File: src/rtl/outputc_vc_credit_pkg.sv
// Shared NoC constants: flit type field, enable levels, error-flag bit positions.
package outputc_vc_credit_pkg;

  localparam int unsigned TYPE_MSB = 31;
  localparam int unsigned TYPE_LSB = 30;

  typedef enum logic [1:0] {
    TYPE_NONE = 2'd0,
    TYPE_HEAD = 2'd1,
    TYPE_BODY = 2'd2,
    TYPE_TAIL = 2'd3
  } flit_type_e;

  localparam logic ENABLE  = 1'b1;
  localparam logic DISABLE = 1'b0;

  localparam int unsigned ERR_OVF  = 0;
  localparam int unsigned ERR_UNF  = 1;
  localparam int unsigned ERR_IVCH = 2;
  localparam int unsigned ERR_W    = 3;

endpackage

File: src/rtl/outputc_vc_credit_if.sv
// Crossbar-side flit input, link-side flit output and allocator-side credit/lock bundle.
interface outputc_vc_credit_if
  import outputc_vc_credit_pkg::*;
#(
  parameter int unsigned DATAW = 32,
  parameter int unsigned NVCH  = 4
);
  localparam int unsigned VCW = $clog2(NVCH);

  logic [DATAW-1:0] idata;
  logic             ivalid;
  logic [VCW-1:0]   ivch;
  logic [DATAW-1:0] odata;
  logic             ovalid;
  logic [VCW-1:0]   ovch;
  logic [NVCH-1:0]  iack;
  logic [NVCH-1:0]  ordy;
  logic [NVCH-1:0]  ilck;
  logic [NVCH-1:0]  olck;
  logic [ERR_W-1:0] oerr;

  // Environment side: drives flits, credits and downstream locks.
  modport master (
    output idata, ivalid, ivch, iack, ilck,
    input  odata, ovalid, ovch, ordy, olck, oerr
  );

  // Output-channel stage side.
  modport slave (
    input  idata, ivalid, ivch, iack, ilck,
    output odata, ovalid, ovch, ordy, olck, oerr
  );
endinterface

File: src/rtl/outputc_vc_credit_ctr.sv
// Per-VC downstream credit counter with saturating update and ready generation.
module outputc_vc_credit_ctr #(
  parameter int unsigned FIFOD    = 8,
  parameter int unsigned PKTLEN   = 4,
  parameter int unsigned RDY_MODE = 0,
  parameter int unsigned CW       = $clog2(FIFOD + 1)
) (
  input  logic clk,
  input  logic rst_,
  input  logic send_i,
  input  logic ack_i,
  output logic rdy_c_o,
  output logic ovf_c_o,
  output logic unf_c_o
);

  logic [CW-1:0] cnt_q, cnt_d;

  // Occupancy update: simultaneous send and credit return cancel out; never wraps.
  always_comb begin
    cnt_d   = cnt_q;
    ovf_c_o = 1'b0;
    unf_c_o = 1'b0;
    if (send_i && !ack_i) begin
      if (cnt_q == CW'(FIFOD)) ovf_c_o = 1'b1;
      else                     cnt_d   = cnt_q + CW'(1);
    end else if (!send_i && ack_i) begin
      if (cnt_q == CW'(0)) unf_c_o = 1'b1;
      else                 cnt_d   = cnt_q - CW'(1);
    end
  end

  // Occupancy register.
  always_ff @(posedge clk or negedge rst_) begin
    if (!rst_) cnt_q <= '0;
    else       cnt_q <= cnt_d;
  end

  // Ready: room for a whole packet, or for a single flit.
  if (RDY_MODE == 0) begin : g_pkt_rdy
    logic [CW:0] space_c;
    assign space_c = (CW+1)'(FIFOD) - {1'b0, cnt_q};
    assign rdy_c_o = (space_c >= (CW+1)'(PKTLEN));
  end else begin : g_flit_rdy
    assign rdy_c_o = ({1'b0, cnt_q} < (CW+1)'(FIFOD));
  end

endmodule

File: src/rtl/outputc_vc_credit.sv
// Router output-channel stage: link flit register, per-VC credits, locks and sticky errors.
module outputc_vc_credit
  import outputc_vc_credit_pkg::*;
#(
  parameter int          ROUTERID = 0,
  parameter int          PCHID    = 0,
  parameter int unsigned DATAW    = 32,
  parameter int unsigned NVCH     = 4,
  parameter int unsigned FIFOD    = 8,
  parameter int unsigned PKTLEN   = 4,
  parameter int unsigned RDY_MODE = 0
) (
  input  logic                clk,
  input  logic                rst_,
  outputc_vc_credit_if.slave  ch
);

  localparam int unsigned VCW = $clog2(NVCH);
  localparam int unsigned CW  = $clog2(FIFOD + 1);

  // Configuration sanity; the ids exist only for debug identification.
  if (NVCH < 2 || PKTLEN < 1 || PKTLEN > FIFOD || ROUTERID < 0 || PCHID < 0) begin : g_bad_cfg
    $error("outputc_vc_credit: illegal parameter set");
  end

  logic [NVCH-1:0]  send_c, ovf_c, unf_c, rdy_c;
  logic             ivch_ok_c, illegal_c, any_send_c;
  logic [DATAW-1:0] odata_q, odata_d;
  logic             ovalid_q, ovalid_d;
  logic [VCW-1:0]   ovch_q, ovch_d;
  logic [NVCH-1:0]  olck_q, olck_d;
  logic [ERR_W-1:0] oerr_q, oerr_d;

  // Decode the incoming flit into a one-hot legal send per VC.
  always_comb begin
    ivch_ok_c  = (32'(ch.ivch) < NVCH);
    illegal_c  = ch.ivalid && !ivch_ok_c;
    for (int v = 0; v < NVCH; v++) begin
      send_c[v] = ch.ivalid && ivch_ok_c && (ch.ivch == VCW'(v));
    end
    any_send_c = |send_c;
  end

  // Credit counters, one per VC.
  for (genvar v = 0; v < NVCH; v++) begin : g_vc
    outputc_vc_credit_ctr #(
      .FIFOD    (FIFOD),
      .PKTLEN   (PKTLEN),
      .RDY_MODE (RDY_MODE),
      .CW       (CW)
    ) u_ctr (
      .clk     (clk),
      .rst_    (rst_),
      .send_i  (send_c[v]),
      .ack_i   (ch.iack[v]),
      .rdy_c_o (rdy_c[v]),
      .ovf_c_o (ovf_c[v]),
      .unf_c_o (unf_c[v])
    );
  end

  // Next state of link register, locks and sticky error flags.
  always_comb begin
    odata_d  = odata_q;
    ovalid_d = ovalid_q;
    ovch_d   = ovch_q;
    olck_d   = olck_q;
    oerr_d   = oerr_q;

    if (any_send_c) begin
      odata_d  = ch.idata;
      ovch_d   = ch.ivch;
      ovalid_d = ENABLE;
    end else if (ovalid_q) begin
      odata_d  = '0;
      ovch_d   = '0;
      ovalid_d = DISABLE;
    end

    // A VC stays locked while a flit is in flight on it or downstream still holds it.
    for (int v = 0; v < NVCH; v++) begin
      if (send_c[v] || (ovalid_q && ovch_q == VCW'(v))) olck_d[v] = 1'b1;
      else if (olck_q[v] && !ch.ilck[v])              olck_d[v] = 1'b0;
    end

    oerr_d[ERR_OVF]  = oerr_q[ERR_OVF]  | (|ovf_c);
    oerr_d[ERR_UNF]  = oerr_q[ERR_UNF]  | (|unf_c);
    oerr_d[ERR_IVCH] = oerr_q[ERR_IVCH] | illegal_c;
  end

  // State registers.
  always_ff @(posedge clk or negedge rst_) begin
    if (!rst_) begin
      odata_q  <= '0;
      ovalid_q <= 1'b0;
      ovch_q   <= '0;
      olck_q   <= '0;
      oerr_q   <= '0;
    end else begin
      odata_q  <= odata_d;
      ovalid_q <= ovalid_d;
      ovch_q   <= ovch_d;
      olck_q   <= olck_d;
      oerr_q   <= oerr_d;
    end
  end

  assign ch.odata  = odata_q;
  assign ch.ovalid = ovalid_q;
  assign ch.ovch   = ovch_q;
  assign ch.olck   = olck_q;
  assign ch.oerr   = oerr_q;
  assign ch.ordy   = rdy_c;

endmodule

File: src/flat_wrapper.sv
// flat-port wrapper written by rule: the top's interface ports become plain ports
module outputc_vc_credit_flat import outputc_vc_credit_pkg::*;
#(
  parameter int          ROUTERID = 0,
  parameter int          PCHID    = 0,
  parameter int unsigned DATAW    = 32,
  parameter int unsigned NVCH     = 4,
  parameter int unsigned FIFOD    = 8,
  parameter int unsigned PKTLEN   = 4,
  parameter int unsigned RDY_MODE = 0
)
  (clk, rst_, ch_idata, ch_ivalid, ch_ivch, ch_iack, ch_ilck, ch_odata, ch_ovalid, ch_ovch, ch_ordy, ch_olck, ch_oerr);
  outputc_vc_credit_if #(.DATAW(DATAW), .NVCH(NVCH)) ch_i ();
  input  logic clk;
  input  logic rst_;
  input wire logic [$bits(ch_i.idata)-1:0] ch_idata;
  input wire logic [$bits(ch_i.ivalid)-1:0] ch_ivalid;
  input wire logic [$bits(ch_i.ivch)-1:0] ch_ivch;
  input wire logic [$bits(ch_i.iack)-1:0] ch_iack;
  input wire logic [$bits(ch_i.ilck)-1:0] ch_ilck;
  output wire logic [$bits(ch_i.odata)-1:0] ch_odata;
  output wire logic [$bits(ch_i.ovalid)-1:0] ch_ovalid;
  output wire logic [$bits(ch_i.ovch)-1:0] ch_ovch;
  output wire logic [$bits(ch_i.ordy)-1:0] ch_ordy;
  output wire logic [$bits(ch_i.olck)-1:0] ch_olck;
  output wire logic [$bits(ch_i.oerr)-1:0] ch_oerr;
  assign ch_i.idata = ch_idata;
  assign ch_i.ivalid = ch_ivalid;
  assign ch_i.ivch = ch_ivch;
  assign ch_i.iack = ch_iack;
  assign ch_i.ilck = ch_ilck;
  assign ch_odata = ch_i.odata;
  assign ch_ovalid = ch_i.ovalid;
  assign ch_ovch = ch_i.ovch;
  assign ch_ordy = ch_i.ordy;
  assign ch_olck = ch_i.olck;
  assign ch_oerr = ch_i.oerr;
  outputc_vc_credit #(.ROUTERID(ROUTERID), .PCHID(PCHID), .DATAW(DATAW), .NVCH(NVCH), .FIFOD(FIFOD), .PKTLEN(PKTLEN), .RDY_MODE(RDY_MODE)) u_core (.clk(clk), .rst_(rst_), .ch(ch_i));
endmodule
File: config.mk
export PLATFORM = sky130hd
export DESIGN_NAME = outputc_vc_credit_flat
export DESIGN_NICKNAME = d
export VERILOG_FILES = /design/src/rtl/outputc_vc_credit_pkg.sv /design/src/rtl/outputc_vc_credit_if.sv /design/src/rtl/outputc_vc_credit_ctr.sv /design/src/rtl/outputc_vc_credit.sv /design/src/flat_wrapper.sv
export SDC_FILE = /design/constraint.sdc
export NUM_CORES = 1
export LEC_CHECK = 0
export CAP_MARGIN = 25
export CORE_ASPECT_RATIO = 0.9
export CORE_MARGIN = 2
export CORE_UTILIZATION = 38
export DETAILED_ROUTE_END_ITERATION = 10
export PLACE_DENSITY = 0.67
export SLEW_MARGIN = 20
export SYNTH_ARGS = -nofsm -noshare
export SYNTH_HDL_FRONTEND = slang
export SYNTH_SLANG_ARGS = --single-unit
File: constraint.sdc
create_clock -name clk -period 2.75 [get_ports clk]
set_input_delay 0.55 -clock clk [delete_from_list [all_inputs] [get_ports clk]]
set_output_delay 0.55 -clock clk [all_outputs]
set_load 0.02 [all_outputs]
==> flow_summary.ini <==
[grt]
grt_overflow = 0
grt_pass1_wl_mm = 11.4
grt_max_degree = 33
grt_pass1_vias = 2317
grt_antenna_before_repair = 0
track_usage = 0.170

[power]
swShare = 0.357
internal_power_uw = 2210
powerDensity_nw_per_um2 = 808
pwr-share-seq = 0.376
pwr-share-clk = 0.246
ir_worst_vdd_uv = 304
switchingPower_uw = 1230
leakage_uw = 0.00183
combPwrFrac = 0.378
total_power_uw = 3440

[critical_path]
crit_slowest_cell = clkdlybuf4s50_1
cp-end-kind = register
r2r-start = u_core.g_vc[3].u_ctr.cnt_q[2]
cp_cell_sequence = clkdlybuf4s50_1, or3b_2, inv_1, ha_1, inv_1, ha_1, nor4bb_1, a41oi_1, o2111ai_1, xnor2_1
required_ns = 2.97
regToRegEndpoint = u_core.g_vc[3].u_ctr.cnt_q[3]
cp_max_fo = 2
worstPathArrival_ns = 2.77
critical-path-top-delay-family = buffers and inverters
setup.worst_path.class = input port to register
r2r_cells = 5
critPathLaunchType = input port
crit_buf_inv = 3
rrSetupSlack_ns = 1.21
max_stage_delay_ns = 0.48

[timing]
slew_headroom = 0.563
setup_viol = 0
tightest_slew_ns = 0.656
fmax_mhz = 392
timing.hold.ws_ns = 0.234
slew_viol_final = 0
fin_crit_ns = 2.55
hold_viol_final = 0
post-route-period-util = 0.928
clock_skew_ns = 0.00896
rsz0062_at_grt = no

[floorplan]
chipHeight_um = 88.3
dieWidth_um = 97.6
rows = 30
die_area_sq_um = 8620
initial_core_util = 0.395
core_area_sq_um = 7580
io_pins = 91

[final_layout]
diodes = 0
fin_area_sq_um = 4260
layout.nets = 435
final_common_cell = clkdlybuf4s50_1
drive_above_1_share = 0.136
area_growth_syn_to_layout_pct = 42.1
final_cell_mix = clkdlybuf4s50_1 (88), dfrtp_1 (57), a22o_1 (32), inv_1 (21)

[route]
dr.pass1.iters = 4
remaining_drc_errors = 0
ant_nets = 0
vias = 2380
drt_iter0_markers = 156
routed_wl_mm = 7.38
wl_per_cell_um = 15.7
vias_per_cell = 5.05

[yosys]
yosys-top-cells-area = dfrtp_1 (48%), a22o_1 (9.3%), ha_1 (8.3%)
synth_top_cell_by_area = dfrtp_1
synth_seq_area_share = 0.476
netlist.area_leader.share = 0.476
yosys_warnings = 0
ys_ff_latch = 57
synth_nets = 336
syn_area_per_cell_sq_um = 11.1
yosysUniqueCellTypes = 35
synthCells = 271
syn_area_sq_um = 3000

[placed_design]
portBuffers = 89
gp_congestion = 0.727
placed_area_sq_um = 4040
dp_hpwl_mm = 5.44

[clock_network]
cts_tree = yes
cts-root-buf = clkbuf_8
holdBufCountCts = 0
cts_sinks = 57
cts_resized = 0
cts_buffer_depth = 2
path_clk_slew_ns = 0.07
htreeDepth = 3
cts_inserted_buffers = 9
cts_setup_buffers = 0
clock_insertion_delay_worst_skew_ns = 0.34

[min_path]
hold_path_class = input port to async pin

[run_status]
outcome = complete, no violations

[job]
max_cap_violations = 0
[state kept, by name (all words and copies together) (netlist names)]
signal	flops
u_core.ch.oerr	2
u_core.ch.odata	32
u_core.ch.ovch	2
u_core.g_vc.u_ctr.cnt_q	16
u_core.ch.ovalid	1
u_core.ch.olck	4
[through the flow]
stage          cells  TNS [ns]  setup WS, ns   util
6_report         471         0         0.197  0.562
3_5_place_dp     455    -0.382        -0.131  0.533
4_1_cts          471         0         0.231  0.562
2_1_floorplan    271         0         0.296      -
5_1_grt          471         0        0.0872  0.562
3_3_place_gp     455    -0.199       -0.0786  0.533
[power groups by stage]
stage	registers (uW)	clock network (uW)	logic [uW]
finish	1290	845	1300
global route	1330	902	1420
CTS	1290	866	1310
detailed placement	1300	0	1300
global placement	1300	0	1270
floorplan	1210	0	1020
[cell usage after synthesis]
cell type and instances:
or3b_2 1, ha_1 20, a41oi_1 4, buf_1 1, mux2_2 4, clkbuf_1 5
clkbuf_2 4, o2111ai_1 4, a21oi_1 8, nand3_1 7, o311ai_0 1, inv_1 21
nor2_1 10, dfrtp_1 57, nand3b_1 1, xnor2_1 16, xor2_1 4, buf_2 5
nand2b_1 6, buf_4 6, a22o_1 32, a31oi_1 2, a311o_1 4, nor3b_1 4
nor3_2 3, nor2b_1 4, a21oi_4 4, nor3_4 1, o21ai_0 2, nand4_1 2
o211ai_1 2, conb_1 1, a32oi_1 1, nand2_1 20, nor4bb_1 4
[cells by family after synthesis]
kind of cell / share of synthesized area
compound gates: 0.184
simple gates: 0.119
flops: 0.476
buf+inv: 0.0639
fa+ha+maj: 0.0835
xor+xnor: 0.0584
mux: 0.0150
other cells: 0.00125
[final cells by class]
class / count / area [sq um]
Clock inverter: 4 / 50.0
Inverter: 21 / 78.8
Fill cell: 660 / 3320
Tap cell: 96 / 120
Clock buffer: 12 / 165
Timing Repair Buffer: 109 / 1040
Sequential cell: 57 / 1430
Multi-Input combinational cell: 172 / 1380
[worst max-delay path by stage]
| stage | startpoint | end | depth (start not counted) |
|---|---|---|---|
| final | ch_ivalid | u_core.g_vc[0].u_ctr.cnt_q[3] | 10 |
| after global routing | ch_ivalid | u_core.g_vc[1].u_ctr.cnt_q[3] | 11 |
| after CTS | ch_ivalid | u_core.g_vc[1].u_ctr.cnt_q[3] | 11 |
| after detailed placement | ch_ivalid | u_core.g_vc[1].u_ctr.cnt_q[3] | 11 |
| after global placement | ch_ivalid | u_core.g_vc[1].u_ctr.cnt_q[3] | 11 |
| after floorplan | ch_ivch[1] | u_core.g_vc[0].u_ctr.cnt_q[3] | 9 |
[per-layer routing]
layer / share of wire / vias up / GRT usage
met1: 0.45 / 1152 / 0.215
met5: 0 / - / 0
li1: - / 1151 / -
met3: 0.059 / 10 / 0.0616
met2: 0.48 / 67 / 0.276
met4: 0.014 / 0 / 0.0505
No activity file was read; power rests on OpenSTA's default activity.
==> RTL edit 1: new RTL, config.mk and constraints unchanged <==
Set the package constant `ERR_W` to 4 (it was 3).
--- a/src/rtl/outputc_vc_credit_pkg.sv
+++ b/src/rtl/outputc_vc_credit_pkg.sv
@@ -19,3 +19,3 @@
   localparam int unsigned ERR_IVCH = 2;
-  localparam int unsigned ERR_W    = 3;
+  localparam int unsigned ERR_W    = 4;
 
Interface: changed (resized ch_oerr); port bits go from 91 to 92. The function was not compared with the original's and may differ.
==> RTL edit 1 against the unedited design <==
  * Wire length decreased by 8.2%
  * Area after synthesis increased by 0.25%
  * Maximum frequency increased by 0.49%
  * Power decreased by 5.3%
  * First-iteration DRC count decreased by 12%
  * Worst setup slack improved by 0.012 ns
  * Sequential cell count unchanged
  * Design area decreased by 1.1%
  * Highest routed layer unchanged
==> RTL edit 1: results (changes against the unedited design) <==
critical-path maximum fanout 3 (+1); Worst Hold Slack 0.134 ns (-0.100 ns); DRT Pass-1 Iters 4 (unchanged); Vias 2345 (-1.5%); met3 usage 0.0624 (+0.000790); Clock Latency Late Sink around 0.33 ns; switch share 0.367 (+0.0103); NumNets Final 433 (-0.46%); Arrival @ worst endpoint 2.75 ns (-0.02 ns); r2r setup slk around 1.2 ns; Async SR Flop Fraction 1.00 (unchanged); Root Driver clkbuf_8; Post-Route WL 6770 µm (-8.2%); Reg clk slew, reported paths 0.07 ns (about the same); TritonCTS Buffers 9 (unchanged); Unique masters post-synth 35 (unchanged); Initial DRC Count 137 (-12%); post-synthesis sequential area ratio 0.475 (-0.00119); Synth warnings 0 (unchanged); fillcell total 669 (+1.4%); GPL Wtd Cong 0.806 (+11%); Lkg Pwr 1.80 nW (-1.9%); pre-CTS setup slack -0.149 ns (-0.0172 ns); M2 GR Usage 0.258 (-0.0182); Clock Path Buffers 2 (unchanged); first-pass GRT wire length 11400 µm (-0.11%); # resized after CTS 0 (unchanged); largest net degree at the start of global routing 37 (+12%); outcome completed; Synth Flop Type dfrtp_1; Clock Skews 0.00616 ns (-0.00281 ns); met1 usage 0.219 (+0.00316); HPWL after DPL 5040 µm (-7.4%); Worst VDD drop 263 µV (-14%); global router's overall resource usage 0.168 (-0.00118); top post-synthesis cells by area dfrtp_1 47%, a22o_1 9.3%, ha_1 8.3%, xnor2_1 4.7%, inv_1 2.6%; Worst Tran Pin Value 0.728 ns (+0.0723 ns); setup ws final 0.210 ns (+0.0124 ns); placed instance area 4030 µm² (-0.34%); layout cells sized above 1 0.129 (-0.00731); Port Buffers 89 (unchanged)
-- RTL edit 1: logic make-up after synthesis --
family | synth area share
compound gates | 0.183
xor+xnor | 0.0583
fa+ha+maj | 0.0833
buf+inv | 0.0662
flops | 0.475
mux | 0.0150
other cells | 0.00125
simple gates | 0.118
-- RTL edit 1: routing by layer --
metal,vias to the layer above,routed length [µm]
met1,1140,3090
met3,5,376
met5,-,0
li1,1146,-
met4,0,94
met2,54,3210
-- RTL edit 1: final timing paths --
path | from | endpoint | cells past startpoint
max | ch_ivalid | u_core.g_vc[0].u_ctr.cnt_q[3] | 10
min | rst_ | u_core.g_vc[1].u_ctr.cnt_q[2] | 1
max reg2reg | u_core.g_vc[0].u_ctr.cnt_q[2] | u_core.g_vc[0].u_ctr.cnt_q[3] | 5
min reg2reg | u_core.ch.olck[3] | u_core.ch.olck[3] | 2
max in group asynchronous | rst_ | u_core.ch.odata[13] | 2
min in group clk | u_core.ch.olck[3] | u_core.ch.olck[3] | 2
-- RTL edit 1: final cells by class --
class,count,area share
clock buffers,10,0.0327
clock inverters,6,0.0104
inverters,21,0.0187
multi-input cells,173,0.330
flip-flops and latches,57,0.339
well taps,96,0.0285
repair buffers,106,0.241
-- RTL edit 1: worst max-delay path, stage by stage --
cell and delay (ns):
clkdlybuf4s50_1 0.48, or3b_2 0.46, inv_1 0.09, ha_1 0.16, inv_1 0.06, ha_1 0.32, nor4bb_1 0.16, a41oi_1 0.19
o2111ai_1 0.14, xnor2_1 0.14
-- RTL edit 1: metrics by stage --
step	instances	TNS, ns	util
after floorplan	273	0	-
after detailed placement	453	-0.170	0.529
final	469	0	0.553
after global routing	469	0	0.553
after global placement	453	-0.653	0.528
after CTS	469	0	0.553
-- RTL edit 1: power groups by stage --
stage          registers [W]  clock network [W]  logic [W]
3_5_place_dp         0.00130                  0    0.00129
4_1_cts              0.00129           0.000733    0.00129
6_report             0.00129           0.000699    0.00127
5_1_grt              0.00133           0.000776    0.00142
3_3_place_gp         0.00130                  0    0.00125
2_1_floorplan        0.00121                  0    0.00103
==> RTL edit 2: new RTL, same settings <==
Without the edit above. One comparison of `cnt_q` changes from == to >=.
--- a/src/rtl/outputc_vc_credit_ctr.sv
+++ b/src/rtl/outputc_vc_credit_ctr.sv
@@ -24,3 +24,3 @@
     if (send_i && !ack_i) begin
-      if (cnt_q == CW'(FIFOD)) ovf_c_o = 1'b1;
+      if (cnt_q >= CW'(FIFOD)) ovf_c_o = 1'b1;
       else                     cnt_d   = cnt_q + CW'(1);
Check against the original RTL: same outputs for any inputs over 10 cycles, from zero or initial values and one cycle with rst_ low; that may be too few to reach the edited logic, so the function may still have changed.
==> RTL edit 2 against the unedited design <==
  * Wire length is 6.9% lower
  * Worst setup slack got worse by 0.069 ns
  * Largest power group is now registers
  * Sequential cell count unchanged
  * Largest cell class unchanged
  * Power decreased by 6.2%
  * Critical path type unchanged
  * Design area is 1.3% lower
  * Via count fell by 0.55%
  * Area after synthesis down 2.8%
  * Clock power is 9.1% lower
==> RTL edit 2: results (changes against the unedited design) <==
Setup crit end u_core.g_vc[0].u_ctr.cnt_q[3]; XOR/XNOR share of the synthesized area 0.0451 (-0.0134); GPL Wtd Cong 0.787 (+8.3%); # diodes 0 (unchanged); largest net degree at the start of global routing 58 (+76%); pre-CTS setup slack -0.298 ns (-0.167 ns); switch share 0.347 (-0.00959); syn_nets 323 (-3.9%); vias in the first global route 2271 (-2.0%); DR WL/cell 14.8 µm (-5.5%); Unique masters post-synth 40 (+14%); max FFs per register 32 (unchanged); compound-cell area share of the yosys netlist 0.194 (+0.0104); HPWL after DPL 4850 µm (-11%); global router's overall resource usage 0.173 (+0.00319); DRT Pass-1 Iters 5 (+1); H-tree depth 3 (unchanged); Worst Tran Pin Value 0.724 ns (+0.0684 ns); Arrival @ worst endpoint 2.83 ns (+0.06 ns); CP max-delay cell or3b_2; r2r setup slk 1.03 ns (-0.18 ns); Worst Setup SP ch_ivch[1]; multiplexer area fraction after synthesis 0.0193 (+0.00429); Initial DRC Count 65 (-58%); outcome completed; TritonCTS Buffers 9 (unchanged); # DRC 0 (unchanged); reg2reg start u_core.g_vc[3].u_ctr.cnt_q[0]; Post-Synth Adder-Cell Area 0.0858 (+0.00236); Async SR Flop Fraction 1.00 (unchanged); critical-path maximum fanout 3 (+1); R2R depth 3 (-2); fillcell total 654 (-0.91%); Finished Layout Cells 464 (-1.5%); Lkg Pwr 1.83 nW (about the same); top post-synthesis cells by area dfrtp_1 49%, a22o_1 9.6%, ha_1 8.6%, xnor2_1 3.6%, inv_1 2.4%; syn_area_per_cell 11.3 µm² (+2.1%); Largest stage delay, worst path 0.50 ns (+0.02 ns); layout cells sized above 1 0.155 (+0.0189); Vias 2367 (-0.55%); NumNets Final 428 (-1.6%); placed instance area 4010 µm² (-0.90%); first-pass GRT wire length 11100 µm (-2.8%); maximum clock rate 381 MHz (-2.6%); Clock Skews 0.0115 ns (+0.00255 ns); dpl cells 448 (-1.5%); Post-synth top cells 57 x dfrtp_1, 32 x a22o_1, 20 x ha_1; initial antenna violation count 0 (unchanged); Top delay family on crit path compound AO/OA/AOI/OAI gates; Reg2Reg Capture Point u_core.g_vc[3].u_ctr.cnt_q[1]; Worst VDD drop 291 µV (-4.3%); post-synthesis sequential area ratio 0.489 (+0.0135)
## RTL edit 2: changes by cell type after synthesis, sizes merged, moves of 4 or more
cell     change
buf          -6
nand3        -6
nand2        -4
o2111ai      -4
o21ai        +4
xnor2        -4
## RTL edit 2: layout make-up
type                       count  area, µm²  area share
inverter                      19       71.3      0.0170
multi-input combinational    164       1340       0.318
clock buffer                  11        131      0.0313
tap                           96        120      0.0286
clock inverter                 5       56.3      0.0134
timing repair buffer         112       1060       0.252
sequential                    57       1430       0.339
## RTL edit 2: worst min path at each step
stage                                          endpoint  slack (ns)  depth (start not counted)
final                     u_core.g_vc[1].u_ctr.cnt_q[2]        0.34                          2
after global routing      u_core.g_vc[1].u_ctr.cnt_q[2]        0.41                          2
after CTS                 u_core.g_vc[1].u_ctr.cnt_q[2]        0.38                          2
after detailed placement              u_core.ch.oerr[0]        0.47                          2
after global placement                u_core.ch.oerr[0]        0.47                          2
after floorplan                      u_core.ch.odata[0]        0.25                          0
## RTL edit 2: power by group through the flow
stage | combinational (W) | sequential, W | clock (W)
final | 0.00120 | 0.00126 | 0.000768
after CTS | 0.00120 | 0.00125 | 0.000790
after global routing | 0.00133 | 0.00129 | 0.000824
after global placement | 0.00115 | 0.00127 | 0
after floorplan | 0.000850 | 0.00122 | 0
after detailed placement | 0.00120 | 0.00127 | 0
## RTL edit 2: logic make-up after synthesis
kind of cell               count (synthesis)
DFF                                       57
buffers and inverters                     37
and+or+nand+nor                           53
muxes                                      5
other                                      1
xor gates and xnor gates                  15
adders and majority gates                 20
AOI/OAI and AO/OA                         70
## RTL edit 2: per-layer routing
layer	GRT usage	wire length (µm)
met3	0.0745	612
met5	0	0
met2	0.249	2960
met4	0.0499	46
met1	0.237	3250
